--- config.mk ---
export PLATFORM = sky130hd
export DESIGN_NAME = aes_eth_tx_sequencer
export DESIGN_NICKNAME = d
export VERILOG_FILES = /design/src/rtl/aes_top_pack.sv /design/src/rtl/aes_mac_regs.sv /design/src/rtl/aes_eth_tx_sequencer.sv
export SDC_FILE = /design/constraint.sdc
export NUM_CORES = 1
export LEC_CHECK = 0
export ABC_CLOCK_PERIOD_IN_PS = 8900
export CAP_MARGIN = 40
export CORE_MARGIN = 5
export CORE_UTILIZATION = 35
export DETAILED_ROUTE_END_ITERATION = 10
export GPL_ROUTABILITY_DRIVEN = 0
export PLACE_DENSITY = 0.67
export RECOVER_POWER = 100
export SLEW_MARGIN = 20
export SYNTH_ARGS = -nofsm -noshare
export SYNTH_HDL_FRONTEND = slang
export SYNTH_SLANG_ARGS = --single-unit
--- constraint.sdc ---
create_clock -name clk -period 8.9 [get_ports clk]
set_input_delay 1.78 -clock clk [delete_from_list [all_inputs] [get_ports clk]]
set_output_delay 1.78 -clock clk [all_outputs]
set_load 0.05 [all_outputs]
--- src/rtl/aes_top_pack.sv ---
// Shared constants and types for the AES-to-Ethernet transmit path.
package aes_top_pack;

    localparam int ADDRESS_SIZE      = 32;
    localparam int REG_SIZE          = 32;
    localparam int AES_DATA_WIDTH    = 128;
    localparam int MAC_STREAM_WIDTH  = 32;
    localparam int MAC_HEADER_WIDTH  = 128;
    localparam int WORD_COUNTER_SIZE = 16;

    // Base byte address of the MAC address register block on Avalon-MM.
    localparam logic [ADDRESS_SIZE-1:0] PERIPHERAL_ADDR = 32'h0000_0400;

    // EtherType carried in the last header word (IPv4).
    localparam logic [15:0] ETH_TYPE = 16'h0800;

    // Register offsets relative to PERIPHERAL_ADDR.
    localparam logic [ADDRESS_SIZE-1:0] SOURCE_MAC_ADDR_1 = 32'h00;
    localparam logic [ADDRESS_SIZE-1:0] SOURCE_MAC_ADDR_2 = 32'h04;
    localparam logic [ADDRESS_SIZE-1:0] DEST_MAC_ADDR_1   = 32'h08;
    localparam logic [ADDRESS_SIZE-1:0] DEST_MAC_ADDR_2   = 32'h0c;
    localparam logic [ADDRESS_SIZE-1:0] FRAME_CNT_ADDR    = 32'h10;

    localparam int WORDS_PER_BLOCK = AES_DATA_WIDTH / MAC_STREAM_WIDTH;
    localparam int HDR_WORDS       = MAC_HEADER_WIDTH / MAC_STREAM_WIDTH;

    typedef enum logic [1:0] {
        IDLE    = 2'd0,
        HDR     = 2'd1,
        PAYLOAD = 2'd2,
        FETCH   = 2'd3
    } tx_state_e;

endpackage

--- src/rtl/aes_mac_regs.sv ---
// Avalon-MM register file holding the source/destination MAC addresses,
// plus shadow copies that are frozen at each frame start so a frame is
// always built from one consistent pair of addresses.
module aes_mac_regs
    import aes_top_pack::*;
#(
    parameter logic [47:0] DEF_SRC_MAC = 48'h0,
    parameter logic [47:0] DEF_DST_MAC = 48'hFFFF_FFFF_FFFF
) (
    input  logic                         clk,
    input  logic                         rst,
    input  logic [ADDRESS_SIZE-1:0]      avs_address,
    input  logic                         avs_write,
    input  logic [REG_SIZE-1:0]          avs_writedata,
    input  logic                         avs_read,
    output logic [REG_SIZE-1:0]          avs_readdata,
    input  logic [WORD_COUNTER_SIZE-1:0] i_frame_cnt,
    input  logic                         i_start,
    output logic [47:0]                  o_sh_src,
    output logic [47:0]                  o_sh_dst
);

    logic [47:0]             r_src;
    logic [47:0]             r_dst;
    logic [47:0]             r_sh_src;
    logic [47:0]             r_sh_dst;
    logic [REG_SIZE-1:0]     r_readdata;
    logic [ADDRESS_SIZE-1:0] w_offset;
    logic [REG_SIZE-1:0]     w_rd_mux;

    assign w_offset     = avs_address - PERIPHERAL_ADDR;
    assign avs_readdata = r_readdata;
    assign o_sh_src     = r_sh_src;
    assign o_sh_dst     = r_sh_dst;

    // Read mux; unmapped offsets read as zero.
    always_comb begin
        w_rd_mux = '0;
        case (w_offset)
            SOURCE_MAC_ADDR_1: w_rd_mux = {16'h0, r_src[47:32]};
            SOURCE_MAC_ADDR_2: w_rd_mux = r_src[31:0];
            DEST_MAC_ADDR_1:   w_rd_mux = {16'h0, r_dst[47:32]};
            DEST_MAC_ADDR_2:   w_rd_mux = r_dst[31:0];
            FRAME_CNT_ADDR:    w_rd_mux = {{(REG_SIZE-WORD_COUNTER_SIZE){1'b0}}, i_frame_cnt};
            default:           w_rd_mux = '0;
        endcase
    end

    // Register writes, registered read data, and shadow capture at frame start.
    // Shadows sample the pre-write value, so a write in the start cycle is
    // only seen by the following frame.
    always_ff @(posedge clk) begin
        if (rst) begin
            r_src      <= DEF_SRC_MAC;
            r_dst      <= DEF_DST_MAC;
            r_sh_src   <= DEF_SRC_MAC;
            r_sh_dst   <= DEF_DST_MAC;
            r_readdata <= '0;
        end else begin
            if (avs_write) begin
                case (w_offset)
                    SOURCE_MAC_ADDR_1: r_src[47:32] <= avs_writedata[15:0];
                    SOURCE_MAC_ADDR_2: r_src[31:0]  <= avs_writedata;
                    DEST_MAC_ADDR_1:   r_dst[47:32] <= avs_writedata[15:0];
                    DEST_MAC_ADDR_2:   r_dst[31:0]  <= avs_writedata;
                    default: ;
                endcase
            end
            if (avs_read) begin
                r_readdata <= w_rd_mux;
            end
            if (i_start) begin
                r_sh_src <= r_src;
                r_sh_dst <= r_dst;
            end
        end
    end

endmodule

--- src/rtl/aes_eth_tx_sequencer.sv ---
// Frames AES result blocks as Ethernet frames on a 32-bit Avalon-ST source:
// four header words followed by 1..BLOCKS_PER_FRAME blocks of four words.
//
// Handshakes: a word/block transfers on a cycle where valid && ready are
// both high at the rising edge. Once tx_valid is raised, tx_data/tx_sop/
// tx_eop stay constant until tx_ready accepts the word. aes_ready depends
// only on the FSM state, never on aes_valid.
module aes_eth_tx_sequencer
    import aes_top_pack::*;
#(
    parameter int          BLOCKS_PER_FRAME = 4,
    parameter logic [47:0] DEF_SRC_MAC      = 48'h0,
    parameter logic [47:0] DEF_DST_MAC      = 48'hFFFF_FFFF_FFFF
) (
    input  logic                         clk,
    input  logic                         rst,
    input  logic [ADDRESS_SIZE-1:0]      avs_address,
    input  logic                         avs_write,
    input  logic [REG_SIZE-1:0]          avs_writedata,
    input  logic                         avs_read,
    output logic [REG_SIZE-1:0]          avs_readdata,
    input  logic [AES_DATA_WIDTH-1:0]    aes_data,
    input  logic                         aes_valid,
    input  logic                         aes_last,
    output logic                         aes_ready,
    output logic [MAC_STREAM_WIDTH-1:0]  tx_data,
    output logic                         tx_valid,
    input  logic                         tx_ready,
    output logic                         tx_sop,
    output logic                         tx_eop,
    output logic [1:0]                   tx_empty,
    output logic [WORD_COUNTER_SIZE-1:0] frame_cnt,
    output logic [1:0]                   dbg_state
);

    localparam int                W_IDX      = $clog2(WORDS_PER_BLOCK);
    localparam logic [W_IDX-1:0]  LAST_PAY_W = W_IDX'(WORDS_PER_BLOCK - 1);
    localparam logic [W_IDX-1:0]  LAST_HDR_W = W_IDX'(HDR_WORDS - 1);
    localparam logic [5:0]        BPF_L      = 6'(BLOCKS_PER_FRAME);
    localparam logic              BPF_IS_ONE = (BLOCKS_PER_FRAME == 1);

    tx_state_e                    r_state;
    tx_state_e                    w_state_nxt;
    logic [W_IDX-1:0]             r_w;
    logic [AES_DATA_WIDTH-1:0]    r_hold;
    logic                         r_last;
    logic [5:0]                   r_blk_cnt;
    logic [5:0]                   w_blk_nxt;
    logic [WORD_COUNTER_SIZE-1:0] r_frame_cnt;
    logic                         w_ld_first;
    logic                         w_ld_next;
    logic                         w_w_inc;
    logic                         w_w_clr;
    logic                         w_frame_done;
    logic [47:0]                  w_sh_src;
    logic [47:0]                  w_sh_dst;

    assign w_blk_nxt = r_blk_cnt + 6'd1;
    assign frame_cnt = r_frame_cnt;
    assign dbg_state = r_state;
    assign tx_empty  = 2'b00;

    aes_mac_regs #(
        .DEF_SRC_MAC (DEF_SRC_MAC),
        .DEF_DST_MAC (DEF_DST_MAC)
    ) u_regs (
        .clk           (clk),
        .rst           (rst),
        .avs_address   (avs_address),
        .avs_write     (avs_write),
        .avs_writedata (avs_writedata),
        .avs_read      (avs_read),
        .avs_readdata  (avs_readdata),
        .i_frame_cnt   (r_frame_cnt),
        .i_start       (w_ld_first),
        .o_sh_src      (w_sh_src),
        .o_sh_dst      (w_sh_dst)
    );

    // State register.
    always_ff @(posedge clk) begin
        if (rst) begin
            r_state <= IDLE;
        end else begin
            r_state <= w_state_nxt;
        end
    end

    // Next-state logic and datapath strobes.
    always_comb begin
        w_state_nxt  = r_state;
        w_ld_first   = 1'b0;
        w_ld_next    = 1'b0;
        w_w_inc      = 1'b0;
        w_w_clr      = 1'b0;
        w_frame_done = 1'b0;
        case (r_state)
            IDLE: begin
                if (aes_valid) begin
                    w_state_nxt = HDR;
                    w_ld_first  = 1'b1;
                    w_w_clr     = 1'b1;
                end
            end
            HDR: begin
                if (tx_ready) begin
                    if (r_w == LAST_HDR_W) begin
                        w_state_nxt = PAYLOAD;
                        w_w_clr     = 1'b1;
                    end else begin
                        w_w_inc = 1'b1;
                    end
                end
            end
            PAYLOAD: begin
                if (tx_ready) begin
                    if (r_w == LAST_PAY_W) begin
                        w_w_clr = 1'b1;
                        if (r_last) begin
                            w_state_nxt  = IDLE;
                            w_frame_done = 1'b1;
                        end else begin
                            w_state_nxt = FETCH;
                        end
                    end else begin
                        w_w_inc = 1'b1;
                    end
                end
            end
            FETCH: begin
                if (aes_valid) begin
                    w_state_nxt = PAYLOAD;
                    w_ld_next   = 1'b1;
                    w_w_clr     = 1'b1;
                end
            end
            default: w_state_nxt = IDLE;
        endcase
    end

    // Word index, block holding register, block count, last flag, frame count.
    always_ff @(posedge clk) begin
        if (rst) begin
            r_w         <= '0;
            r_hold      <= '0;
            r_last      <= 1'b0;
            r_blk_cnt   <= '0;
            r_frame_cnt <= '0;
        end else begin
            if (w_w_clr) begin
                r_w <= '0;
            end else if (w_w_inc) begin
                r_w <= r_w + W_IDX'(1);
            end
            if (w_ld_first) begin
                r_hold    <= aes_data;
                r_last    <= aes_last || BPF_IS_ONE;
                r_blk_cnt <= 6'd1;
            end else if (w_ld_next) begin
                r_hold    <= aes_data;
                r_last    <= aes_last || (w_blk_nxt == BPF_L);
                r_blk_cnt <= w_blk_nxt;
            end
            if (w_frame_done) begin
                r_frame_cnt <= r_frame_cnt + WORD_COUNTER_SIZE'(1);
            end
        end
    end

    // Stream outputs; everything is forced low while rst is asserted.
    always_comb begin
        aes_ready = 1'b0;
        tx_valid  = 1'b0;
        tx_sop    = 1'b0;
        tx_eop    = 1'b0;
        tx_data   = '0;
        if (!rst) begin
            case (r_state)
                IDLE, FETCH: aes_ready = 1'b1;
                HDR: begin
                    tx_valid = 1'b1;
                    tx_sop   = (r_w == '0);
                    case (r_w)
                        2'd0:    tx_data = {16'h0, w_sh_dst[47:32]};
                        2'd1:    tx_data = w_sh_dst[31:0];
                        2'd2:    tx_data = w_sh_src[47:16];
                        default: tx_data = {w_sh_src[15:0], ETH_TYPE};
                    endcase
                end
                PAYLOAD: begin
                    tx_valid = 1'b1;
                    tx_eop   = r_last && (r_w == LAST_PAY_W);
                    tx_data  = r_hold[AES_DATA_WIDTH-1-MAC_STREAM_WIDTH*int'(r_w) -: MAC_STREAM_WIDTH];
                end
                default: ;
            endcase
        end
    end

endmodule

==> impl_metrics.yaml <==
sta:
  finalCritPeriodShare_pct: 74.93
  timing.hold.ws_ns: 0.4498
  setup_viol: 0
  grt_setup_unrepaired: "false"
  worst_slack_ns: 2.232
  finalSetupTns_ns: 0
  slew_viol_final: 324
  fmax_ghz: 0.1500
  hold_violations: 0
  worst_slew_pin_slew_ns: 3.363
  max_slew_margin_pct: -124.2
  skew_ns: 0.01188
  finalCriticalPeriod_ns: 6.668
critical_path:
  critPathTopFamily: "buffers and inverters"
  endpoint_kind: "output pin"
  path_max_fanout: 23
  rrSetupSlack_ns: 3.64
  startpoint_type: "register"
  worstPathArrival_ns: 4.89
  r2r_start: "dbg_state[0]"
  slowest_stage: "dlygate4sd3_1"
  crit_path_start: "r_w[0]"
  slowest_delay_ns: 0.82
  worstSetupPathType: "register to output pin"
  r2r-end: "u_regs.o_sh_src[19]"
  path_common_cell: "nor2_1"
  worstPathRequired_ns: 7.12
  worstPathCellList: "buf_4, ha_1, clkbuf_1, nand2b_1, nor2_1, a21oi_1, nor2_1, dlygate4sd3_1"
  crit_buf_inv: 3
  reg2reg_depth: 7
power_and_ir_drop:
  p_per_area_nw_per_um2: 215.9
  leakage_nw: 8.283
  ir_drop_mv: 0.1589
run:
  max-cap-violations: 9
placed_design:
  pre_cts_ws_ns: 3.078
  hpwl_mm: 40.61
  dpl_cell_area_um2: 19860
  dp_cells: 2713
  portBuffers: 284
die:
  start_util_pct: 35.51
  coreArea_um2: 46750
  fp-row-count: 79
  die_h_um: 227.8
  pin_count: 287
  fp.dieArea_um2: 51890
  die_x_um: 227.8
hold_path:
  holdPathStages: 2
  holdCritStartpoint: "u_regs.avs_readdata[13]"
  hold_class: "register to register"
  whs_endpoint: "u_regs.avs_readdata[13]"
yosys:
  synth_warnings: 0
  synth_area_per_cell_um2: 8.492
  synth_top_area_share_pct: 45.70
  synth_area_leaders: "dfxtp_1 46%, nand2_1 12%, mux2i_1 7.9%, a21oi_1 6.1%, mux4_2 4.3%"
  synth_edf_count: 0
  ys_seq_area_share_pct: 45.70
  synthArstFlopShare_pct: 0
  ys_seq_elements: 379
  syn_area_um2: 16600
  synth_top_area_cell: "dfxtp_1"
  synth_cell_types: 49
  netlist_instances: 1955
  synthFlopType: "dfxtp_1"
global_route:
  grt_max_degree: 151
  grt_pass1_vias: 14490
  grt_pass1_wl_mm: 84.06
  antenna_found_initial: 3
  track_usage_pct: 20.20
  grt_overflow: 0
cells_and_area:
  post_layout_nonfiller_instances: 2795
  area_growth_pct: 28.06
  drive_gt1_share_pct: 6.633
  final_cell_mix: "510 x nand2_1, 378 x dfxtp_1, 201 x a21oi_1"
  finish.net_count: 2362
  final_common_cell: "nand2_1"
  finalInstanceArea_um2: 21260
  nFillCells: 4513
clocking:
  clockBufferDepth: 3
  cts_tree: "done"
  clkLatencyLatePin_ns: 0.56
  clkSlewWorstSetupHoldPaths_ns: 0.06
  cts_buffers: 42
  htree_levels: 2
  post_cts_buffers: 0
  ctsResizeCount: 0
  holdBufCountCts: 0
  cts.sinks: 379
  clockRootBuffer: "clkbuf_16"
route:
  drtPass1Iterations: 5
  drc: 0
  postRouteAntennaNets: 0
  via_per_inst: 5.220
  dr.first_iter.drc_count: 1157
  wirelength_mm: 55.13
  wire_per_inst_um: 19.72
  vias: 14590
status:
  failed_checks: "capacitance limit, slew limit"
  status: "finished, violations left"
-- state kept, by name, indices dropped and copies added, names as in the netlist --
register             count
r_w                      2
u_regs.avs_readdata     32
dbg_state                2
r_hold                 128
frame_cnt               16
u_regs.r_src            48
u_regs.o_sh_src         48
r_last                   1
r_blk_cnt                6
u_regs.r_dst            48
u_regs.o_sh_dst         48
-- cell type report --
cell class                      count  area [um2]  area share, %
Multi-Input combinational cell   1409        8314          39.11
Timing Repair Buffer              313        3107          14.61
Clock buffer                       68        1353          6.362
Sequential cell                   379        7589          35.69
Tap cell                          607       759.5          3.572
Clock inverter                      9       103.9         0.4885
Antenna cell                        2       5.005        0.02354
Inverter                            8       30.03         0.1412
-- cells by family after synthesis --
family                   Yosys count  synth area share (%)
AND/OR/NAND/NOR                  874                 23.29
flip-flops                       379                 45.70
AO/OA/AOI/OAI                    326                 11.83
multiplexers                     179                 13.32
buffers and inverters            168                 4.130
XOR/XNOR                          18                0.9496
adder cells (fa/ha/maj)           10                0.7536
other                              1               0.02259
-- cell usage after synthesis (2+ instances only) --
cell type / number
nor3_1: 15
a22oi_1: 34
a21oi_1: 201
nand2_1: 510
nor3b_1: 4
or2_2: 2
mux2_2: 16
inv_1: 8
nor4_1: 6
xnor2_1: 10
nand3_1: 6
buf_6: 4
buf_2: 8
buf_4: 4
mux2i_1: 131
clkbuf_1: 135
buf_1: 9
nand4_1: 8
a222oi_1: 15
nand3b_1: 49
ha_1: 10
nand2b_1: 85
xor2_1: 8
o31ai_1: 32
dfxtp_1: 379
mux4_2: 32
o21ai_0: 24
and2_1: 2
or3_1: 4
and4_1: 5
nor2_1: 167
a221oi_1: 15
-- where the power goes --
group / total, mW / internal (mW) / switching (mW)
combinational: 0.887 / 0.335 / 0.552
sequential: 1.89 / 1.82 / 0.0778
clock: 1.81 / 1.10 / 0.711
-- how the worst max path moves through the flow --
stage | cells after the start | endpoint
final | 8 | tx_data[14]
after floorplan | 5 | tx_sop
after global placement | 5 | tx_data[20]
after detailed placement | 5 | tx_data[23]
after CTS | 8 | tx_data[14]
after global routing | 8 | tx_data[12]
-- layer usage --
metal  routed length [um]  vias up  track usage [%]
li1                     -     7037                -
met1                22590     7069            24.29
met2                27410      372            35.39
met3                 2671      110            3.988
met4                 2449        2            8.453
met5                    7        -                0
-- worst register-to-register path, cell delays in order (launching register included) --
cell and delay, ns:
dfxtp_1 0.34, inv_1 0.12, ha_1 0.31, and2_2 0.19, clkbuf_1 1.46, clkbuf_1 1.81, nand2_1 0.69, a21oi_1 0.27
-- per-stage QoR --
step | power (mW) | util (%)
2_1_floorplan | 2.482 | -
3_3_place_gp | 2.783 | 42.19
3_5_place_dp | 2.820 | 42.47
4_1_cts | 4.625 | 45.59
5_1_grt | 4.801 | 45.46
6_report | 4.591 | 45.47
Note: power is estimated with default switching activity, not from simulation.
